[config.mk]
export PLATFORM = sky130hd
export DESIGN_NAME = cart_loader
export DESIGN_NICKNAME = d
export VERILOG_FILES = /design/src/rtl/cart_loader.sv
export SDC_FILE = /design/constraint.sdc
export NUM_CORES = 1
export LEC_CHECK = 0
export BUFFER_PORTS_ARGS = -buffer_cell sky130_fd_sc_hd__clkbuf_2
export CORE_MARGIN = 2
export CORE_UTILIZATION = 50
export CTS_BUF_LIST = sky130_fd_sc_hd__clkbuf_8
export DETAILED_ROUTE_END_ITERATION = 8
export HOLD_SLACK_MARGIN = 0.05
export PLACE_DENSITY = 0.71
export SETUP_SLACK_MARGIN = 0.02
export SLEW_MARGIN = 0
export SYNTH_ARGS = -nofsm -noshare
export SYNTH_HDL_FRONTEND = slang
export SYNTH_SLANG_ARGS = --single-unit
[constraint.sdc]
create_clock -name clk -period 7.84 [get_ports clk]
set_input_delay 1.176 -clock clk [delete_from_list [all_inputs] [get_ports clk]]
set_output_delay 1.176 -clock clk [all_outputs]
set_load 0.01 [all_outputs]
[src/rtl/cart_loader.sv]
`default_nettype none
// ============================================================================
//  Module      : cart_loader
//  Description : Cartridge-RAM load controller. Owns the cartridge-RAM write
//                port and fills it from one of three sources: a custom HPS
//                download, a built-in cartridge copied out of the pack ROM,
//                or the empty-cartridge value 0xFF. Holds the system CPU in
//                reset while the cartridge contents are changing.
//  Revision    : 1.0  initial release
// ============================================================================
module cart_loader #(
  parameter int CART_AW        = 14,
  parameter int PACK_AW        = 18,
  parameter int NUM_CARTS      = 10,
  parameter int RELEASE_CYCLES = 8
) (
  input  logic               clk,
  input  logic               reset,
  input  logic [3:0]         cartridge_select,
  input  logic               dn_download,
  input  logic [7:0]         dn_index,
  input  logic [15:0]        dn_addr,
  input  logic [7:0]         dn_data,
  input  logic               dn_wr,
  output logic [PACK_AW-1:0] pack_addr,
  input  logic [7:0]         pack_data,
  output logic [CART_AW-1:0] cart_addr,
  output logic [7:0]         cart_data,
  output logic               cart_we,
  output logic               cart_present,
  output logic               hold_reset,
  output logic               busy
);

  // The counter must reach N (one past the last byte) during a copy.
  localparam int CNT_W = CART_AW + 1;
  localparam logic [CNT_W-1:0] CART_BYTES = {1'b1, {CART_AW{1'b0}}};
  localparam logic [CNT_W-1:0] LAST_BYTE  = CART_BYTES - CNT_W'(1);
  localparam logic [CNT_W-1:0] REL_LAST   = CNT_W'(RELEASE_CYCLES - 1);
  localparam logic [3:0]       MAX_SEL    = 4'(NUM_CARTS);

  typedef enum logic [2:0] {
    S_IDLE    = 3'd0,
    S_COPY    = 3'd1,
    S_FILL    = 3'd2,
    S_DL      = 3'd3,
    S_RELEASE = 3'd4
  } state_t;

  state_t           state;
  logic [3:0]       sel_q;
  logic [CNT_W-1:0] counter;
  logic             dl_q;
  logic             dl_flag;

  logic             dl_start;
  logic             dl_end;
  logic             sel_chg;
  logic             sel_builtin;
  logic             dl_in_range;
  logic [CNT_W-1:0] cnt_next;
  logic [PACK_AW-1:0] sel_base;
  logic [PACK_AW-1:0] copy_base;

  assign dl_start    = dn_download & ~dl_q & (dn_index == 8'd1);
  assign dl_end      = ~dn_download & dl_q;
  assign sel_chg     = (cartridge_select != sel_q);
  assign sel_builtin = (cartridge_select != 4'd0) && (cartridge_select <= MAX_SEL);
  // Bytes beyond the cartridge window are silently dropped.
  assign dl_in_range = ((dn_addr >> CART_AW) == 16'd0);
  assign cnt_next    = counter + CNT_W'(1);
  // Cartridge k (1-based) lives at (k-1)*N in the pack ROM.
  assign sel_base    = PACK_AW'({cartridge_select - 4'd1, {CART_AW{1'b0}}});
  assign copy_base   = PACK_AW'({sel_q - 4'd1, {CART_AW{1'b0}}});

  // Load-control state machine with all outputs registered.
  always_ff @(posedge clk) begin
    if (reset) begin
      state        <= S_IDLE;
      sel_q        <= 4'd0;
      counter      <= '0;
      dl_q         <= 1'b0;
      dl_flag      <= 1'b0;
      pack_addr    <= '0;
      cart_addr    <= '0;
      cart_data    <= 8'd0;
      cart_we      <= 1'b0;
      cart_present <= 1'b0;
      hold_reset   <= 1'b0;
      busy         <= 1'b0;
    end else begin
      dl_q    <= dn_download;
      // Write strobe is a single-cycle pulse unless a state re-asserts it.
      cart_we <= 1'b0;

      if (state == S_DL) begin
        // Selection changes are absorbed so the download is not overwritten.
        sel_q <= cartridge_select;
        if (dl_end) begin
          state        <= S_RELEASE;
          counter      <= '0;
          cart_present <= dl_flag;
        end else if (dn_wr && dl_in_range) begin
          cart_we   <= 1'b1;
          cart_addr <= dn_addr[CART_AW-1:0];
          cart_data <= dn_data;
          dl_flag   <= 1'b1;
        end
      end else if (dl_start) begin
        // A custom download pre-empts anything else in progress.
        state        <= S_DL;
        counter      <= '0;
        dl_flag      <= 1'b0;
        cart_present <= 1'b0;
        hold_reset   <= 1'b1;
        busy         <= 1'b1;
      end else if (sel_chg) begin
        // New selection: (re)start the load from byte 0.
        sel_q      <= cartridge_select;
        counter    <= '0;
        hold_reset <= 1'b1;
        busy       <= 1'b1;
        if (sel_builtin) begin
          state     <= S_COPY;
          pack_addr <= sel_base;
        end else begin
          state     <= S_FILL;
          cart_we   <= 1'b1;
          cart_addr <= '0;
          cart_data <= 8'hFF;
        end
      end else begin
        case (state)
          S_COPY: begin
            // ROM data for counter-1 is written while address counter is out.
            if (counter == CART_BYTES) begin
              state        <= S_RELEASE;
              counter      <= '0;
              cart_present <= 1'b1;
            end else begin
              cart_we   <= 1'b1;
              cart_addr <= counter[CART_AW-1:0];
              cart_data <= pack_data;
              counter   <= cnt_next;
              if (cnt_next != CART_BYTES) begin
                pack_addr <= copy_base + PACK_AW'(cnt_next);
              end
            end
          end
          S_FILL: begin
            if (counter == LAST_BYTE) begin
              state        <= S_RELEASE;
              counter      <= '0;
              cart_present <= 1'b0;
            end else begin
              cart_we   <= 1'b1;
              cart_addr <= cnt_next[CART_AW-1:0];
              cart_data <= 8'hFF;
              counter   <= cnt_next;
            end
          end
          S_RELEASE: begin
            if (counter == REL_LAST) begin
              state      <= S_IDLE;
              counter    <= '0;
              hold_reset <= 1'b0;
              busy       <= 1'b0;
            end else begin
              counter <= cnt_next;
            end
          end
          default: begin
          end
        endcase
      end
    end
  end

endmodule
`default_nettype wire

==> Word-level counts from Yosys, hierarchy flattened <==
Cells that the tools add are included.
{ "classes": {"order_cmp": 1, "n_bitwise": 7, "n_reduce_logical": 21, "n_eq_ne": 25, "muxes": 67, "n_addsub": 4} }
{ "op_table": {"columns": ["cell", "count"], "rows": [
  ["14-bit 2-to-1 mux", 8],
  ["15-bit 2-to-1 mux", 7],
  ["18-bit 2-to-1 mux", 5],
  ["8-bit 2-to-1 mux", 8],
  ["15-bit case mux with 3 select lines", 1],
  ["14-bit case mux with 2 select lines", 1],
  ["1-bit 2-to-1 mux", 22],
  ["3-bit 2-to-1 mux", 7],
  ["18-bit by 15-bit adder with 18-bit output", 1],
  ["16-bit zero test", 1],
  ["4-bit != test, second input constant", 4],
  ["8-bit case mux with 2 select lines", 1],
  ["15-bit by 1-bit adder with 15-bit output, second input constant", 1],
  ["15-bit by 14-bit == test with 1-bit output, second input constant", 1],
  ["15-bit == test, second input constant", 1],
  ["15-bit by 3-bit == test with 1-bit output, second input constant", 1],
  ["15-bit != test, second input constant", 1],
  ["5-bit != test, second input constant", 3],
  ["4-bit 2-to-1 mux", 3],
  ["4-bit nonzero test", 3],
  ["5-bit AND reduction", 2],
  ["3-bit case mux with 3 select lines", 1],
  ["8-bit by 1-bit == test with 1-bit output, second input constant", 1],
  ["2-bit nonzero test", 4],
  ["other kinds (20)", 37]
]} }
{ "word_totals": {"out_inout_bits": 44, "regBits": 67} }

==> Logic depth before layout (Yosys ltp) <==
Gate-level depths: netlist of run 1.
{ "depth": {"word_depth": 6, "ltp_mapped": 12, "depth_no_buf": 12} }

==> Least setup slack after synthesis of run 1 <==
OpenSTA, ideal clock, no wires.
{ "synth_timing": {"kind": "in2reg", "start": "in cartridge_select[1]", "end": "reg pack_addr[15]", "t_required_ns": 7.712, "setup_time_ns": 0.128, "path_slack_ns": 4.921, "n_path_buf": 1, "cell_stages": 7, "t_arrival_ns": 2.792, "cell_sequence": "xor2_1 nor4_4 nand4_1 o41ai_4 buf_6 mux2i_1 nor2_1"} }
{ "synth_via": {"elab_chain_cells": 4, "word_cells_on_any_way": 12} }
{ "synth_lines": {"columns": ["item", "line", "source"], "rows": [
  ["from (decl)", "19", "input logic [3:0] cartridge_select,"],
  ["4-bit less-or-equal comparator / 4-bit nonzero test (equally long branches)", "68", "assign sel_builtin = (cartridge_select != 4'd0) && (cartridge_select <= MAX_SEL);"],
  ["1-bit logical AND", "68", null],
  ["2-bit by 1-bit != test with 1-bit output (no source line)", null, null],
  ["6-bit AND reduction (no source line)", null, null],
  ["to (signal assigned)", "125", "pack_addr <= sel_base;"],
  ["to (signal assigned)", "146", "pack_addr <= copy_base + PACK_AW'(cnt_next);"],
  ["to (decl)", "25", "output logic [PACK_AW-1:0] pack_addr,"]
]} }
Parallel ways exist; a longest one is shown, timed or not. The select of a mux whose other input is x is not followed.
A chain may end at the register's enable or synchronous reset.

==> Final worst setup path of run 1 <==
{ "layout_timing": {"start": "reg state[0]", "end": "reg cart_data[1]"} }
{ "layout_via": {"elab_chain_cells": 5, "word_cells_on_any_way": 15} }
{ "layout_lines": {"columns": ["item", "line", "source"], "rows": [
  ["from (decl)", "50", "state_t state;"],
  ["from (signal assigned)", "79", "state <= S_IDLE;"],
  ["from (signal assigned)", "100", "state <= S_RELEASE;"],
  ["from (signal assigned)", "111", "state <= S_DL;"],
  ["3-bit by 2-bit == test with 1-bit output / 3-bit by 1-bit == test with 1-bit output (equally long branches)", "133", "case (state)"],
  ["8-bit case mux with 2 select lines", "133", null],
  ["8-bit 2-to-1 mux", "117", "end else if (sel_chg) begin"],
  ["8-bit 2-to-1 mux", "109", "end else if (dl_start) begin"],
  ["8-bit 2-to-1 mux", "96", "if (state == S_DL) begin"],
  ["to (signal assigned)", "106", "cart_data <= dn_data;"],
  ["to (signal assigned)", "143", "cart_data <= pack_data;"],
  ["to (decl)", "28", "output logic [7:0] cart_data,"]
]} }
Parallel ways exist; a longest one is shown, timed or not. The select of a mux whose other input is x is not followed.

==> flow_summary_export.csv, run 1 <==
group,metric,value,unit
clocking,clock_path_buffers,2,
critical_path,arrival,4.08,ns
finish,drive_gt1_share,21.9,%
global_routing,overflow,0,
critical_path,cp_cell_sequence,"and3b_1 -> nand2b_1 -> nor4b_1 -> a31oi_1 -> a31oi_4 -> o221ai_1 -> a21oi_1",
clocking,htreeDepth,3,
synthesis,synth_cells,481,
power,switching_share,29.5,%
route,via_per_inst,5.79,
route,wirelength,10400,um
floorplanning,core,7610,um2
critical_path,critPathLaunchType,"flop",
placement,dp.final_hpwl,7420,um
critical_path,rr_worst_depth,7,
placement,io_buffer_count,91,
global_routing,grt_usage,24.7,%
power,seqPwrFrac,47.2,%
floorplanning,dieArea,8470,um2
sta,worstMarginPinSlew,0.986,ns
synthesis,synthMuxAreaShare,2.07,%
critical_path,crit-reg2reg-launch,"state[0]",
synthesis,ys_seq_area_share,34.6,%
critical_path,path_max_fanout,45,
power,combinationalPowerShare,17.4,%
synthesis,synth-seq-cells,67,
synthesis,synth_top_family_by_area,"compound AO/OA/AOI/OAI gates",
sta,relSlewSlack,34.3,%
floorplanning,die_w,92.0,um
synthesis,synthFlopType,"dfxtp_1",
route,vias,3766,
critical_path,max_stage_delay,0.84,ns
floorplanning,die_y,92.0,um
critical_path,crit_end,"cart_data[1]",
power,ir_drop,0.0664,mV
status,status,"finished clean",
synthesis,ys_warn_count,0,
sta,finalSetupTns,0,ns
synthesis,synthSimpleGateAreaFrac,23.8,%
sta,rsz0062_at_grt,"false",
synthesis,synth_fp_nets,536,
critical_path,critPathTopFamily,"simple AND/OR/NAND/NOR gates",
sta,post-route-period-util,48.6,%
synthesis,synth_cell_types,60,
sta,drv_slew,0,
synthesis,synth.avg_cell_area,8.05,um2
sta,setup_viol,0,
route,drc,0,
critical_path,path_class,"flop to flop",
global_routing,grt_max_degree,46,
synthesis,yosysTopAreaCell,"dfxtp_1",
synthesis,synth_compound_area_share,24.8,%
placement,dp.cells,634,
floorplanning,row_count,32,
critical_path,worstPathRequired,8.11,ns
route,ant_nets,0,
critical_path,critPathLaunch,"state[0]",
synthesis,netlist.area_leader.share,34.6,%
clocking,cts_resized,0,
sta,period_needed,3.81,ns
power,power_frac_clock,35.4,%
finish,layout.cells.non_filler,650,
synthesis,synthAdderAreaFrac,2.26,%
critical_path,r2r-end,"cart_data[1]",
clocking,ctsHoldBuffers,0,
clocking,clock-root-buffer,"clkbuf_8",
route,wire_per_inst,15.9,um
finish,area_growth,15.1,%
clocking,post-cts-setup-buffers,0,
synthesis,synth_edf_count,0,
sta,fmax,262,MHz
placement,routabilityCongestion,0.913,
power,p_leak,1.82,nW
global_routing,antenna_found_initial,0,
synthesis,ys_top_cells_by_area,"dfxtp_1 (35%), nor2_1 (4.9%), a22oi_1 (3.5%)",
finish,final_cell_mix,"clkbuf_2 (91), dfxtp_1 (67), nor2_1 (51)",
critical_path,crit_cells,7,
route,drt-initial-drc-count,231,
clocking,cts_tree,"yes",
finish,fillers,731,
sta,hold_viol,0,
floorplanning,ios,92,
power,p_sw,0.234,mW
synthesis,synth-xor-area-share,5.20,%
clocking,path_clk_slew,0.08,ns
clocking,insertion_delay,0.35,ns
critical_path,critPathBufInv,0,
global_routing,grt_pass1_vias,3363,
floorplanning,initial_core_util,50.9,%
global_routing,grt_pass1_wl,16500,um
power,internal_power,0.559,mW
synthesis,async_flop_share,0,%
finish,nets,598,
critical_path,end_kind,"flop",
worst_hold_path,holdCritPathClass,"flop to flop",
job,maxCapViolCount,0,
power,power_density,178,nW/um2
sta,skew,0.00706,ns
critical_path,r2r_setup_slack,4.03,ns
clocking,clock_sinks,67,
synthesis,mappedNetlistArea,3870,um2
critical_path,crit_path_top_delay_cell,"a31oi_4",
clocking,cts_buffers,9,
finish,diodes,0,
route,dr.pass1.iters,5,
finish,final_common_cell,"clkbuf_2",
## metal layers
layer	vias up	part of all wire, %	GRT usage [%]
met5	-	0	0
met4	0	1.9	9.20
met3	16	6.5	4.93
met2	143	46	38.4
met1	1735	46	33.8
li1	1872	-	-
## metrics by stage
stage,setup slack (ns),util (%),hold slack [ns],power (mW),instance area [um2]
6_report,4.03,58.6,0.463,0.793,4460
5_1_grt,3.79,58.6,0.488,0.829,4460
4_1_cts,4.07,58.6,0.464,0.797,4460
3_5_place_dp,3.71,56.2,0.453,0.519,4270
3_3_place_gp,3.86,56.2,0.451,0.515,4270
2_1_floorplan,4.92,-,0.478,0.474,3870
## how the worst min path moves through the flow
stage	from	endpoint	cells past startpoint
final	pack_addr[17]	pack_addr[17]	2
after global routing	pack_addr[17]	pack_addr[17]	2
after CTS	pack_addr[17]	pack_addr[17]	2
after detailed placement	pack_addr[17]	pack_addr[17]	2
after global placement	pack_addr[16]	pack_addr[16]	2
after floorplan	dl_flag	dl_flag	2
## cells by family after synthesis
logic type	count (synthesis)
buffers and inverters	60
multiplexers	8
flip-flops	67
XOR/XNOR	23
adder cells (fa/ha/maj)	7
AO/OA/AOI/OAI	138
AND/OR/NAND/NOR	178
## sequential cells by signal, summed over array words and instances, names as in the netlist
register / cells
pack_addr: 18
counter: 15
cart_addr: 14
cart_data: 8
sel_q: 4
state: 3
busy: 1
cart_present: 1
cart_we: 1
dl_flag: 1
dl_q: 1
## cell usage after synthesis, types with 2 or more instances
master	count
a211o_1	3
a211oi_1	16
a21o_1	5
a21oi_1	25
a22oi_1	18
a311oi_1	2
a31oi_1	4
a32oi_1	2
a41oi_1	2
and2_1	2
and3_1	7
and3b_1	2
buf_2	11
buf_4	3
buf_6	4
clkbuf_1	24
dfxtp_1	67
ha_1	7
inv_1	16
mux2i_1	8
nand2_1	32
nand2b_1	12
nand3_1	27
nand4_1	9
nor2_1	51
nor2b_1	4
nor3_1	12
nor4_1	5
o211a_1	2
o21a_1	3
o21ai_0	25
o221ai_1	9
o22ai_1	2
o31ai_1	11
or2_2	3
xnor2_1	11
xor2_1	12
## power by group through the flow
stage	clock network, mW	logic (mW)	registers, mW
floorplan	0	0.0899	0.384
global placement	0	0.134	0.381
detailed placement	0	0.137	0.382
CTS	0.285	0.138	0.374
global route	0.299	0.153	0.377
finish	0.281	0.138	0.374
## worst min-delay path, stage by stage, from the launching register on
cell,delay [ns]
dfxtp_1,0.32
nand2_1,0.05
a21oi_1,0.05
## layout make-up
type / instances / area (um2) / share of cell area (%)
multi-input combinational: 354 / 2260 / 50.7
tap: 102 / 128 / 2.86
clock buffer: 9 / 124 / 2.78
sequential: 67 / 1340 / 30.1
timing repair buffer: 94 / 478 / 10.7
clock inverter: 7 / 61.3 / 1.38
inverter: 17 / 63.8 / 1.43
Note: power is estimated with default switching activity, not from simulation.
==> inputs of run 2 (changes only) <==
ABC_AREA = 1   (was not set)
clock period = 3.75 ns   (was 7.84 ns; I/O delays follow)
==> flow_summary_export.csv, run 2 <==
group,metric,value,unit
status,status,"finished clean",
finish,diodes,0,
sta,fmax,372,MHz
route,ant_nets,0,
sta,rsz0062_at_grt,"false",
floorplanning,die_w,92.8,um
synthesis,async_flop_share,0,%
finish,nets,774,
floorplanning,ios,92,
clocking,clock-root-buffer,"clkbuf_8",
critical_path,r2r_setup_slack,1.06,ns
route,drt-initial-drc-count,453,
placement,routabilityCongestion,0.977,
critical_path,critPathTopFamily,"simple AND/OR/NAND/NOR gates",
global_routing,grt_max_degree,37,
critical_path,critPathLaunchType,"flop",
critical_path,path_max_fanout,36,
route,vias,4244,
sta,skew,0.0127,ns
critical_path,crit_path_top_delay_cell,"nand3_2",
finish,final_cell_mix,"nand2_1 (167), nor2_1 (122), clkbuf_2 (91)",
finish,multi_input_area,2210,um2
synthesis,synth.avg_cell_area,6.16,um2
worst_hold_path,min_from,"dn_download",
sta,setup_viol,0,
sta,relSlewSlack,44.6,%
sta,post-route-period-util,71.6,%
job,maxCapViolCount,0,
sta,holdWs,0.448,ns
synthesis,synthFlopType,"dfxtp_1",
sta,finalSetupTns,0,ns
critical_path,arrival,2.94,ns
global_routing,grt_pass1_vias,3805,
floorplanning,initial_core_util,51.3,%
sta,period_needed,2.69,ns
critical_path,crit-reg2reg-launch,"counter[1]",
synthesis,ys_warn_count,0,
critical_path,crit_end,"pack_addr[5]",
placement,dp_slack,0.901,ns
synthesis,mappedNetlistArea,3950,um2
critical_path,critPathBufInv,1,
critical_path,rr_worst_depth,12,
floorplanning,dieArea,8620,um2
floorplanning,core,7690,um2
synthesis,netlist.area_leader.share,34.0,%
route,drc,0,
route,wirelength,10400,um
clocking,clock_sinks,67,
global_routing,grt_pass1_wl,17600,um
power,power.total,1.83,mW
clocking,path_clk_slew,0.08,ns
sta,setup_ws,1.06,ns
critical_path,critPathLaunch,"counter[1]",
critical_path,crit_cells,12,
worst_hold_path,holdCritPathClass,"input pin to flop",
clocking,cts_resized,0,
route,wire_per_inst,12.6,um
placement,io_buffer_count,91,
power,power_density,396,nW/um2
finish,final_common_cell,"nand2_1",
critical_path,worstPathRequired,4.00,ns
critical_path,end_kind,"flop",
synthesis,yosysTopAreaCell,"dfxtp_1",
synthesis,ys_seq_area_share,34.0,%
finish,final_area,4620,um2
synthesis,synth_cell_types,35,
finish,seqCellArea,1340,um2
synthesis,ys_top_cells_by_area,"dfxtp_1 (34%), nand2_1 (16%), nor2_1 (12%)",
global_routing,grt_usage,25.1,%
floorplanning,die_y,92.8,um
finish,regMostFlops,"pack_addr",
floorplanning,row_count,32,
clocking,htreeDepth,3,
route,via_per_inst,5.14,
finish,largest_reg_flops,18,
power,p_leak,2.24,nW
global_routing,antenna_found_initial,0,
sta,hold_viol,0,
global_routing,overflow,0,
clocking,cts_tree,"yes",
synthesis,yosysMostFrequentCell,"nand2_1",
synthesis,synth_cells,640,
synthesis,synth_fp_nets,695,
finish,fillers,767,
sta,worstMarginPinSlew,0.830,ns
synthesis,synth_edf_count,0,
power,ir_drop,0.232,mV
clocking,insertion_delay,0.36,ns
clocking,post-cts-setup-buffers,0,
clocking,ctsHoldBuffers,0,
clocking,cts_buffers,9,
placement,placed_area,4420,um2
placement,dp.final_hpwl,7860,um
critical_path,max_stage_delay,0.50,ns
synthesis,ys_top_cells_by_count,"nand2_1 (167), nor2_1 (122), dfxtp_1 (67)",
synthesis,synth-seq-cells,67,
critical_path,r2r-end,"pack_addr[5]",
route,dr.pass1.iters,6,
clocking,clock_path_buffers,2,
finish,drive_gt1_share,17.4,%
finish,top_regs,"pack_addr x18, counter x15, cart_addr x14",
critical_path,cp_cell_sequence,"ha_1 -> nand3_1 -> inv_1 -> nand3_2 -> nand2_1 -> nand2_1 -> nand2_1 -> nor2_1 -> nand4_1 -> nand3_2 -> nor2_1 -> nor2_1",
sta,drv_slew,0,
critical_path,path_class,"flop to flop",
finish,area_growth,17.0,%
==> run 2: cell count changes in the layout (fill, tap and decap cells not counted), moves of 10 or more <==
cell | previous run | this run
o31ai_1 | 11 | 0
xnor2_1 | 11 | 1
nor2_1 | 51 | 122
a211oi_1 | 16 | 0
a21oi_1 | 25 | 40
o21ai_0 | 25 | 40
a22oi_1 | 18 | 0
nand2_1 | 32 | 167
inv_1 | 18 | 65
o21ai_1 | 1 | 18
nand2b_1 | 12 | 0
==> run 2: final cells by class <==
cell class              count  share of cell area, %
multi-input cells         477                   47.9
flip-flops and latches     67                   29.1
repair buffers             93                   10.2
inverters                  71                   5.77
well taps                 102                   2.76
clock buffers               9                   2.68
clock inverters             7                   1.65
==> run 2: worst register-to-register path, cell delays in order, from the launching register on <==
cell	delay, ns
dfxtp_1	0.44
ha_1	0.34
nand3_1	0.18
inv_1	0.23
nand3_2	0.13
nand2_1	0.10
nand2_1	0.09
nand2_1	0.07
nor2_1	0.04
nand4_1	0.08
nand3_2	0.50
nor2_1	0.30
nor2_1	0.08
==> run 2: worst min path at each step <==
stage                    endpoint  slack (ns)  depth (start not counted)
floorplan                 dl_flag        0.44                          2
finish                       dl_q        0.45                          3
detailed placement        dl_flag        0.47                          2
CTS                          dl_q        0.44                          3
global placement    cart_addr[11]        0.46                          2
global route                 dl_q        0.47                          3
==> run 2: where the power goes <==
part	leakage (nW)	internal, mW	switching (mW)
sequential	0.551	0.773	0.0373
combinational	1.59	0.146	0.258
clock	0.0962	0.311	0.302
total	2.24	1.23	0.597
==> run 2: per-layer routing <==
metal / GRT usage (%) / routed length (um) / share of wire [%]
met1: 34.5 / 4940 / 48
met2: 39.1 / 4400 / 42
met3: 3.99 / 778 / 7.5
met4: 10.7 / 248 / 2.4
met5: 0 / 0 / 0
==> run 2: kinds of logic after synthesis <==
family	share of synthesized area, %
XOR/XNOR	1.78
buffers and inverters	9.99
AND/OR/NAND/NOR	36.3
AO/OA/AOI/OAI	15.7
adder cells (fa/ha/maj)	2.22
flip-flops	34.0
==> run 2: stage by stage <==
| stage | utilization (%) | instances |
|---|---|---|
| 2_1_floorplan | - | 640 |
| 3_3_place_gp | 57.4 | 810 |
| 3_5_place_dp | 57.4 | 810 |
| 4_1_cts | 60.0 | 826 |
| 5_1_grt | 60.0 | 826 |
| 6_report | 60.0 | 826 |
==> inputs of run 3 (changes only) <==
clock period = 2.6 ns   (was 3.75 ns; I/O delays follow)
==> flow_summary_export.csv, run 3 (synthesis results as in run 2) <==
group,metric,value,unit
critical_path,worstPathRequired,2.82,ns
route,via_per_inst,5.19,
finish,largest_reg_flops,18,
floorplanning,initial_core_util,51.3,%
clocking,path_clk_slew,0.07,ns
sta,hold_viol,0,
critical_path,end_kind,"flop",
finish,diodes,0,
status,status,"finished clean",
clocking,cts_tree,"yes",
sta,rsz0062_at_grt,"false",
sta,period_needed,2.24,ns
route,wirelength,10900,um
finish,regMostFlops,"pack_addr",
sta,finalSetupTns,0,ns
finish,area_growth,19.4,%
global_routing,grt_usage,26.3,%
power,internal_power,1.83,mW
route,drc,0,
finish,top_regs,"pack_addr x18, counter x15, cart_addr x14",
global_routing,grt_pass1_wl,18300,um
placement,routabilityCongestion,0.993,
power,ir_drop,0.294,mV
sta,worstMarginPinSlew,0.591,ns
global_routing,overflow,0,
sta,relSlewSlack,60.6,%
power,p_sw,0.811,mW
clocking,post-cts-setup-buffers,0,
clocking,clock-root-buffer,"clkbuf_8",
sta,fmax,447,MHz
finish,final_common_cell,"nand2_1",
global_routing,grt_pass1_vias,3946,
power,power_frac_clock,32.5,%
floorplanning,dieArea,8620,um2
sta,setup_viol,0,
global_routing,grt_max_degree,37,
sta,post-route-period-util,86.0,%
clocking,cts_resized,0,
clocking,clock_sinks,67,
clocking,clock_path_buffers,2,
floorplanning,core,7690,um2
worst_hold_path,holdCritPathClass,"input pin to flop",
critical_path,critPathLaunchType,"flop",
route,dr.pass1.iters,5,
route,ant_nets,0,
critical_path,path_max_fanout,30,
power,combinationalPowerShare,23.2,%
finish,drive_gt1_share,18.1,%
sta,drv_slew,0,
placement,io_buffer_count,91,
placement,dp.final_hpwl,8270,um
finish,final_area,4710,um2
power,p_leak,2.31,nW
placement,placed_area,4520,um2
job,maxCapViolCount,0,
power,power_density,560,nW/um2
critical_path,arrival,2.45,ns
floorplanning,die_w,92.8,um
global_routing,antenna_found_initial,0,
route,drt-initial-drc-count,326,
route,wire_per_inst,13.1,um
finish,nets,784,
floorplanning,ios,92,
clocking,ctsHoldBuffers,0,
clocking,htreeDepth,3,
critical_path,path_class,"flop to flop",
power,switching_share,30.7,%
finish,final_cell_mix,"nand2_1 (167), nor2_1 (122), clkbuf_2 (91)",
clocking,cts_buffers,9,
sta,skew,0.00840,ns
clocking,insertion_delay,0.33,ns
route,vias,4334,
power,seqPwrFrac,44.3,%
floorplanning,die_y,92.8,um
floorplanning,row_count,32,
## run 3: cell types whose count changed in the layout (fill, tap and decap cells not counted), sizes merged
| cell | previous run | this run |
|---|---|---|
| clkbuf | 100 | 102 |
| buf | 2 | 12 |
| clkinv | 3 | 2 |
| clkinvlp | 2 | 0 |
## run 3: layout make-up
cell class,instances,area (um2)
multi-input cells,477,2210
fillers,809,2980
clock inverters,4,42.5
well taps,102,128
inverters,71,267
repair buffers,103,571
clock buffers,11,151
flip-flops and latches,67,1340
## run 3: through the flow
step           utilization, %  total power [mW]  worst slack (ns)  hold slack, ns  instances
4_1_cts                  61.3              2.66             0.353           0.288        835
3_3_place_gp             58.7              1.79             0.401           0.464        820
2_1_floorplan               -              1.59             0.621           0.439        640
5_1_grt                  61.3              2.80            0.0454           0.349        835
6_report                 61.3              2.64             0.364           0.295        835
3_5_place_dp             58.7              1.80             0.305           0.473        820
## run 3: final timing paths
path                      from            to  slack (ns)  depth (start not counted)
setup / recovery      state[1]  cart_data[0]        0.36                         13
hold / removal     dn_download          dl_q        0.29                          3
setup reg to reg      state[1]  cart_data[0]        0.36                         13
hold reg to reg   cart_addr[5]  cart_addr[5]        0.48                          2
## run 3: metal layers
layer / vias up / global-route usage [%] / share of wire (%) / wire length (um)
met3: 12 / 3.99 / 7.3 / 799
li1: 2226 / - / - / -
met2: 171 / 42.9 / 45 / 4870
met4: 0 / 7.23 / 1.4 / 152
met5: - / 0 / 0 / 0
met1: 1925 / 36.1 / 47 / 5080
## run 3: power by group through the flow
stage                     registers (mW)  clock network [mW]  logic, mW
after global placement              1.19                   0      0.598
final                               1.17               0.858      0.612
after global routing                1.18               0.916      0.701
after detailed placement            1.19                   0      0.611
after floorplan                     1.22                   0      0.371
after CTS                           1.17               0.875      0.614
## run 3: worst max-delay path: stages (launching register included)
cell and delay (ns):
dfxtp_1 0.35, inv_1 0.06, nor2_1 0.12, inv_1 0.08, nor2_1 0.16, inv_2 0.16
a21oi_1 0.21, nand3_1 0.13, o21ai_1 0.11, nand2_2 0.09, inv_2 0.38, nand2_1 0.11
o21ai_1 0.10, nor2_1 0.06
